**config.mk**
```make
export PLATFORM = sky130hd
export DESIGN_NAME = ahblite_regbank_slave
export DESIGN_NICKNAME = d
export VERILOG_FILES = /design/src/rtl/ahblite_pkg.sv /design/src/rtl/ahblite_byte_strobe.sv /design/src/rtl/ahblite_regbank_slave.sv
export SDC_FILE = /design/constraint.sdc
export NUM_CORES = 1
export LEC_CHECK = 0
export ABC_AREA = 1
export BUFFER_PORTS_ARGS = -buffer_cell sky130_fd_sc_hd__clkbuf_2
export CORE_ASPECT_RATIO = 2
export CORE_MARGIN = 4
export CORE_UTILIZATION = 55
export CTS_CLUSTER_SIZE = 12
export DETAILED_ROUTE_END_ITERATION = 6
export PLACE_DENSITY = 0.72
export SLEW_MARGIN = 20
export SYNTH_ARGS = -nofsm -noshare
export SYNTH_HDL_FRONTEND = slang
export SYNTH_SLANG_ARGS = --single-unit
```
**constraint.sdc**
```tcl
create_clock -name HCLK -period 4.3 [get_ports HCLK]
set_input_delay 0.86 -clock HCLK [delete_from_list [all_inputs] [get_ports HCLK]]
set_output_delay 0.86 -clock HCLK [all_outputs]
set_load 0.01 [all_outputs]
```
**src/rtl/ahblite_pkg.sv**
```systemverilog
// Shared AHB-Lite encodings, responder state type and byte-merge helper.
package ahblite_pkg;

  localparam logic [1:0] HTRANS_IDLE   = 2'b00;
  localparam logic [1:0] HTRANS_BUSY   = 2'b01;
  localparam logic [1:0] HTRANS_NONSEQ = 2'b10;
  localparam logic [1:0] HTRANS_SEQ    = 2'b11;

  localparam logic [2:0] HSIZE_BYTE = 3'b000;
  localparam logic [2:0] HSIZE_HALF = 3'b001;
  localparam logic [2:0] HSIZE_WORD = 3'b010;

  localparam logic HRESP_OKAY  = 1'b0;
  localparam logic HRESP_ERROR = 1'b1;

  typedef enum logic [1:0] {
    ST_ADDR = 2'b00,
    ST_DATA = 2'b01,
    ST_ERR1 = 2'b10,
    ST_ERR2 = 2'b11
  } slave_state_e;

  // Replace the byte lanes of old_word selected by strb with those of new_word.
  function automatic logic [31:0] apply_strobe(input logic [31:0] old_word,
                                               input logic [31:0] new_word,
                                               input logic [3:0]  strb);
    logic [31:0] res;
    res = old_word;
    for (int i = 0; i < 4; i++) begin
      if (strb[i]) begin
        res[8*i +: 8] = new_word[8*i +: 8];
      end else begin
        res[8*i +: 8] = old_word[8*i +: 8];
      end
    end
    return res;
  endfunction

endpackage

```
**src/rtl/ahblite_byte_strobe.sv**
```systemverilog
// Little-endian byte-lane strobe and alignment check for an AHB transfer.
// Sizes above a word produce an empty strobe; the caller rejects them.
module ahblite_byte_strobe
  import ahblite_pkg::*;
(
  input  logic [2:0] hsize,
  input  logic [1:0] addr_lo,
  output logic [3:0] strb,
  output logic       misalign
);

  // Decode size/offset into lanes and flag unaligned half/word accesses.
  always_comb begin
    strb     = 4'b0000;
    misalign = 1'b0;
    case (hsize)
      HSIZE_BYTE: begin
        strb     = 4'b0001 << addr_lo;
        misalign = 1'b0;
      end
      HSIZE_HALF: begin
        strb     = addr_lo[1] ? 4'b1100 : 4'b0011;
        misalign = addr_lo[0];
      end
      HSIZE_WORD: begin
        strb     = 4'b1111;
        misalign = (addr_lo != 2'b00);
      end
      default: begin
        strb     = 4'b0000;
        misalign = 1'b0;
      end
    endcase
  end

endmodule

```
**src/rtl/ahblite_regbank_slave.sv**
```systemverilog
// AHB-Lite register-bank responder: DEPTH flop words, byte/half/word access,
// fixed wait states on OKAY data phases and a two-cycle ERROR response.
module ahblite_regbank_slave
  import ahblite_pkg::*;
#(
  parameter int DEPTH       = 16,
  parameter int ADDR_WIDTH  = 10,
  parameter int WAIT_STATES = 0
) (
  input  logic        HCLK,
  input  logic        aresetn,
  input  logic        HSEL,
  input  logic [31:0] HADDR,
  input  logic [1:0]  HTRANS,
  input  logic [2:0]  HSIZE,
  input  logic [2:0]  HBURST,
  input  logic        HWRITE,
  input  logic [31:0] HWDATA,
  input  logic        HMASTLOCK,
  input  logic        HREADY,
  output logic        HREADYOUT,
  output logic        HRESP,
  output logic [31:0] HRDATA
);

  localparam int IDX_W  = (DEPTH > 1) ? $clog2(DEPTH) : 1;
  localparam int AIDX_W = ADDR_WIDTH - 2;

  slave_state_e      state_q, state_d;
  logic [3:0]        cnt_q, cnt_d;
  logic [IDX_W-1:0]  idx_q, idx_d;
  logic [3:0]        strb_q, strb_d;
  logic              write_q, write_d;
  logic              hreadyout_q, hreadyout_d;
  logic              hresp_q, hresp_d;
  logic [31:0]       hrdata_q, hrdata_d;
  logic [31:0]       bank_q [DEPTH];
  logic [31:0]       bank_d [DEPTH];

  logic              accept_s;
  logic              legal_s;
  logic              idx_ok_s;
  logic              misalign_s;
  logic              take_next_s;
  logic [3:0]        strb_s;
  logic [AIDX_W-1:0] addr_idx_s;
  logic              unused_s;

  // HBURST/HMASTLOCK and the undecoded address bits have no effect here.
  assign unused_s = ^{HBURST, HMASTLOCK, HTRANS[0], HADDR[31:ADDR_WIDTH]};

  assign addr_idx_s = HADDR[ADDR_WIDTH-1:2];
  assign idx_ok_s   = (32'(addr_idx_s) < 32'(DEPTH));
  assign accept_s   = HSEL & HTRANS[1] & HREADY;
  assign legal_s    = (HSIZE <= HSIZE_WORD) & ~misalign_s & idx_ok_s;

  ahblite_byte_strobe u_strobe (
    .hsize    (HSIZE),
    .addr_lo  (HADDR[1:0]),
    .strb     (strb_s),
    .misalign (misalign_s)
  );

  // Next-state, write-commit and registered-output computation.
  always_comb begin
    state_d     = state_q;
    cnt_d       = cnt_q;
    idx_d       = idx_q;
    strb_d      = strb_q;
    write_d     = write_q;
    bank_d      = bank_q;
    take_next_s = 1'b0;

    case (state_q)
      ST_ADDR: begin
        take_next_s = 1'b1;
      end
      ST_DATA: begin
        if (cnt_q != 4'd0) begin
          cnt_d       = cnt_q - 4'd1;
          take_next_s = 1'b0;
        end else begin
          // Phase completes on this edge; a write lands in the bank now.
          if (write_q) begin
            bank_d[idx_q] = apply_strobe(bank_q[idx_q], HWDATA, strb_q);
          end else begin
            bank_d[idx_q] = bank_q[idx_q];
          end
          take_next_s = 1'b1;
        end
      end
      ST_ERR1: begin
        state_d     = ST_ERR2;
        take_next_s = 1'b0;
      end
      ST_ERR2: begin
        take_next_s = 1'b1;
      end
      default: begin
        state_d     = ST_ADDR;
        take_next_s = 1'b0;
      end
    endcase

    if (take_next_s) begin
      if (accept_s && legal_s) begin
        state_d = ST_DATA;
        cnt_d   = 4'(WAIT_STATES);
        idx_d   = addr_idx_s[IDX_W-1:0];
        strb_d  = strb_s;
        write_d = HWRITE;
      end else if (accept_s) begin
        state_d = ST_ERR1;
      end else begin
        state_d = ST_ADDR;
      end
    end else begin
      state_d = state_d;
    end

    if (state_d == ST_DATA) begin
      hreadyout_d = (cnt_d == 4'd0);
    end else begin
      hreadyout_d = (state_d != ST_ERR1);
    end
    hresp_d = ((state_d == ST_ERR1) || (state_d == ST_ERR2)) ? HRESP_ERROR : HRESP_OKAY;

    // Read data comes from the post-commit bank so write->read forwarding is free.
    if ((state_d == ST_DATA) && !write_d) begin
      hrdata_d = bank_d[idx_d];
    end else begin
      hrdata_d = 32'h0000_0000;
    end
  end

  // State, bank and output registers with asynchronous clear.
  always_ff @(posedge HCLK or negedge aresetn) begin
    if (!aresetn) begin
      state_q     <= ST_ADDR;
      cnt_q       <= 4'd0;
      idx_q       <= '0;
      strb_q      <= 4'b0000;
      write_q     <= 1'b0;
      hreadyout_q <= 1'b1;
      hresp_q     <= HRESP_OKAY;
      hrdata_q    <= 32'h0000_0000;
      for (int i = 0; i < DEPTH; i++) begin
        bank_q[i] <= 32'h0000_0000;
      end
    end else begin
      state_q     <= state_d;
      cnt_q       <= cnt_d;
      idx_q       <= idx_d;
      strb_q      <= strb_d;
      write_q     <= write_d;
      hreadyout_q <= hreadyout_d;
      hresp_q     <= hresp_d;
      hrdata_q    <= hrdata_d;
      bank_q      <= bank_d;
    end
  end

  assign HREADYOUT = hreadyout_q;
  assign HRESP     = hresp_q;
  assign HRDATA    = hrdata_q;

endmodule

```
==> results_dict.tcl <==
set metrics [dict create \
    gr-total-overflow 0 \
    die_w_um 186.1 \
    netSwitchingPower_mw 4.994 \
    first_pass_iters 6 \
    dp_cells 5611 \
    stdcell_area_um2 37780 \
    setup_viol 0 \
    ys_types 36 \
    synth-simple-area-share_pct 40.45 \
    multi_input_area_um2 17770 \
    p_int_mw 8.836 \
    drc 0 \
    dpl_cell_area_um2 36290 \
    diodes 0 \
    avgViaCountPerCell 6.354 \
    power.share.clock_pct 32.5 \
    grt_pass1_vias 34660 \
    ant_nets 0 \
    crit_type "reg2reg" \
    htree_levels 2 \
    post_cts_buffers 0 \
    grt_pass1_wl_um 202600 \
    cts_root_buf "clkbuf_16" \
    hold_class "in2async" \
    synth_flop_cell "dfrtp_1" \
    num_rows 130 \
    ctsResizeCount 0 \
    seqPwrFrac_pct 39.9 \
    synth_top_family_by_area "simple AND/OR/NAND/NOR gates" \
    status "completed" \
    synthAdderAreaFrac_pct 0.2152 \
    ys_warn_count 0 \
    power.density_nw_per_um2 366.1 \
    wl_per_cell_um 23.64 \
    synth_xor_area_share_pct 0.02511 \
    die_area_um2 67760 \
    max_freq_ghz 0.2777 \
    seq_area_frac_synth_pct 40.25 \
    max_cap_violations 0 \
    ir_drop_mv 0.3539 \
    syn_to_final_growth_pct 8.300 \
    synth_compound_area_share_pct 9.763 \
    grt_max_degree 111 \
    cts_tree "built" \
    synthCells 4964 \
    syn_area_um2 34880 \
    rsz0062_at_grt "false" \
    max_slew.worst_pin.slew_ps 1232 \
    initial_core_util_pct 55.56 \
    routed_wl_um 134400 \
    cts.path.max_buffers 3 \
    avgSynthCellArea_um2 7.028 \
    layout.cells.non_filler 5683 \
    p_sw_share_pct 36.11 \
    pwr-share-comb_pct 27.6 \
    yosysTopAreaCell "dfrtp_1" \
    synthTopCellsByArea "dfrtp_1 40%, nand3_1 16%, nand2_1 11%" \
    ys_ff_latch 561 \
    grtUsageTotal_pct 39.16 \
    hpwl_um 79550 \
    fillCellCount 5965 \
    layout-drive-gt1-share_pct 9.405 \
    yosys.area.top_type_share_pct 40.17 \
    worstSkewPairLatency_ps 620 \
    path_clk_slew_ps 70 \
    final_nets 4959 \
    finalSetupTns_ps 0 \
    syn-num-nets 5048 \
    synthMuxAreaShare_pct 0 \
    vias 36110 \
    seqCellArea_um2 14040 \
    finalWeightedCongestion 0.9092 \
    critPathCaptureType "flop" \
    core_area_um2 62790 \
    slew_viol_final 0 \
    drt_iter0_markers 3971 \
    io_pins 112 \
    die_h_um 364.2 \
    arrival_ps 4100 \
    critPathLaunchType "flop" \
    numCtsBuffers 54 \
    timing.hold.ws_ps 280.2 \
    async_flop_share_pct 100.0 \
    min_period_ps 3601 \
    required_ps 4790 \
    numPortBuffers 84 \
    synth_enable_flop_cells 0 \
    path_max_fanout 59 \
    finalCritPeriodShare_pct 83.75 \
    antenna_found_initial 0 \
    skew_ps 25.47 \
    p_leak_nw 19.21 \
    cts.hold.buffers_added 0 \
    hold_violations 0 \
    relSlewSlack_pct 17.79 \
    cts.sinks 561 \
]
-- cell type report --
cell class / count / area share, %
clock inverter: 4 / 0.1391
inverter: 448 / 4.458
multi-input combinational: 3601 / 47.02
sequential: 561 / 37.17
timing repair buffer: 209 / 4.782
tap: 792 / 2.623
clock buffer: 68 / 3.799
-- cell families (layout without fill, tap and decap cells) --
| logic type | count (synthesis) | after routing |
|---|---|---|
| and+or+nand+nor | 3042 | 3042 |
| DFF | 561 | 561 |
| adders and majority gates | 6 | 6 |
| xor gates and xnor gates | 1 | 1 |
| AOI/OAI and AO/OA | 552 | 552 |
| buffers and inverters | 802 | 729 |
-- Yosys cell counts (all sizes together), types with 50 or more instances --
| master | number |
|---|---|
| a21oi | 164 |
| and2 | 277 |
| buf | 198 |
| clkbuf | 156 |
| dfrtp | 560 |
| inv | 443 |
| nand2 | 1040 |
| nand3 | 1112 |
| nand4 | 55 |
| nor2 | 397 |
| o211ai | 102 |
| o21a | 104 |
| o21ai | 103 |
| o22ai | 50 |
| or2 | 140 |
-- per-layer routing --
metal / part of all wire [%] / wire length (µm) / global-route usage [%] / vias to the layer above
li1: - / - / - / 16050
met3: 11 / 14270 / 6.619 / 727
met5: 0 / 0 / 0 / -
met4: 9.7 / 13050 / 29.04 / 0
met1: 34 / 45420 / 46.29 / 17080
met2: 46 / 61620 / 63.38 / 2250
-- path summary, 6_finish.rpt --
path / to / start / depth (start not counted) / slack (ps)
hold reg to reg: strb_q[3] / strb_q[3] / 2 / 510
setup / recovery: HRDATA[8] / idx_q[0] / 18 / 700
hold / removal: bank_q[473] / aresetn / 1 / 280
min in group HCLK: strb_q[3] / strb_q[3] / 2 / 510
max in group asynchronous: bank_q[364] / aresetn / 2 / 2950
setup reg to reg: HRDATA[8] / idx_q[0] / 18 / 700
-- power by group through the flow --
stage	logic [mW]	clock network [mW]	registers, mW
finish	3.82	4.49	5.52
global route	4.14	4.70	5.54
CTS	3.73	4.52	5.52
detailed placement	3.71	0	5.62
global placement	3.70	0	5.62
floorplan	2.60	0	5.59
-- metrics by stage --
stage	util [%]	power, mW	setup WS (ps)
after floorplan	-	8.193	1674
after global placement	57.80	9.318	760.9
after detailed placement	57.80	9.333	745.8
after CTS	60.17	13.77	792.1
after global routing	60.17	14.38	426.1
final	60.17	13.83	698.9
-- critical path, cell delays in order (launching register included) --
cell and delay [ps]:
dfrtp_4 640, nand2_4 320, buf_12 430, nor2_1 80
a21oi_1 140, nand2_1 80, nand2_1 60, nand2_1 90
inv_1 60, nand3_1 460, nand2_1 250, nand2_1 70
o21ai_1 110, nand2_1 80, nand2_1 70, nor2_1 40
nor2_1 120, nor2_1 60, nor2_1 270
-- flip-flops by register name, indices dropped and copies added, names as in the netlist --
name / cells
state_q: 2
cnt_q: 4
idx_q: 4
HRDATA: 32
HRESP: 1
bank_q: 512
HREADYOUT: 1
strb_q: 4
write_q: 1
-- layout by cell type (no fill, tap or decap), drive strengths merged, types with 103 or more instances in the layout --
| master | Yosys | final |
|---|---|---|
| nand3 | 1112 | 1112 |
| clkbuf | 156 | 151 |
| nand2 | 1040 | 1040 |
| buf | 198 | 126 |
| and2 | 277 | 277 |
| a21oi | 164 | 164 |
| nor2 | 397 | 397 |
| inv | 443 | 445 |
| o21ai | 103 | 103 |
| or2 | 140 | 140 |
| dfrtp | 560 | 560 |
| o21a | 104 | 104 |
Note: power is estimated with default switching activity, not from simulation.
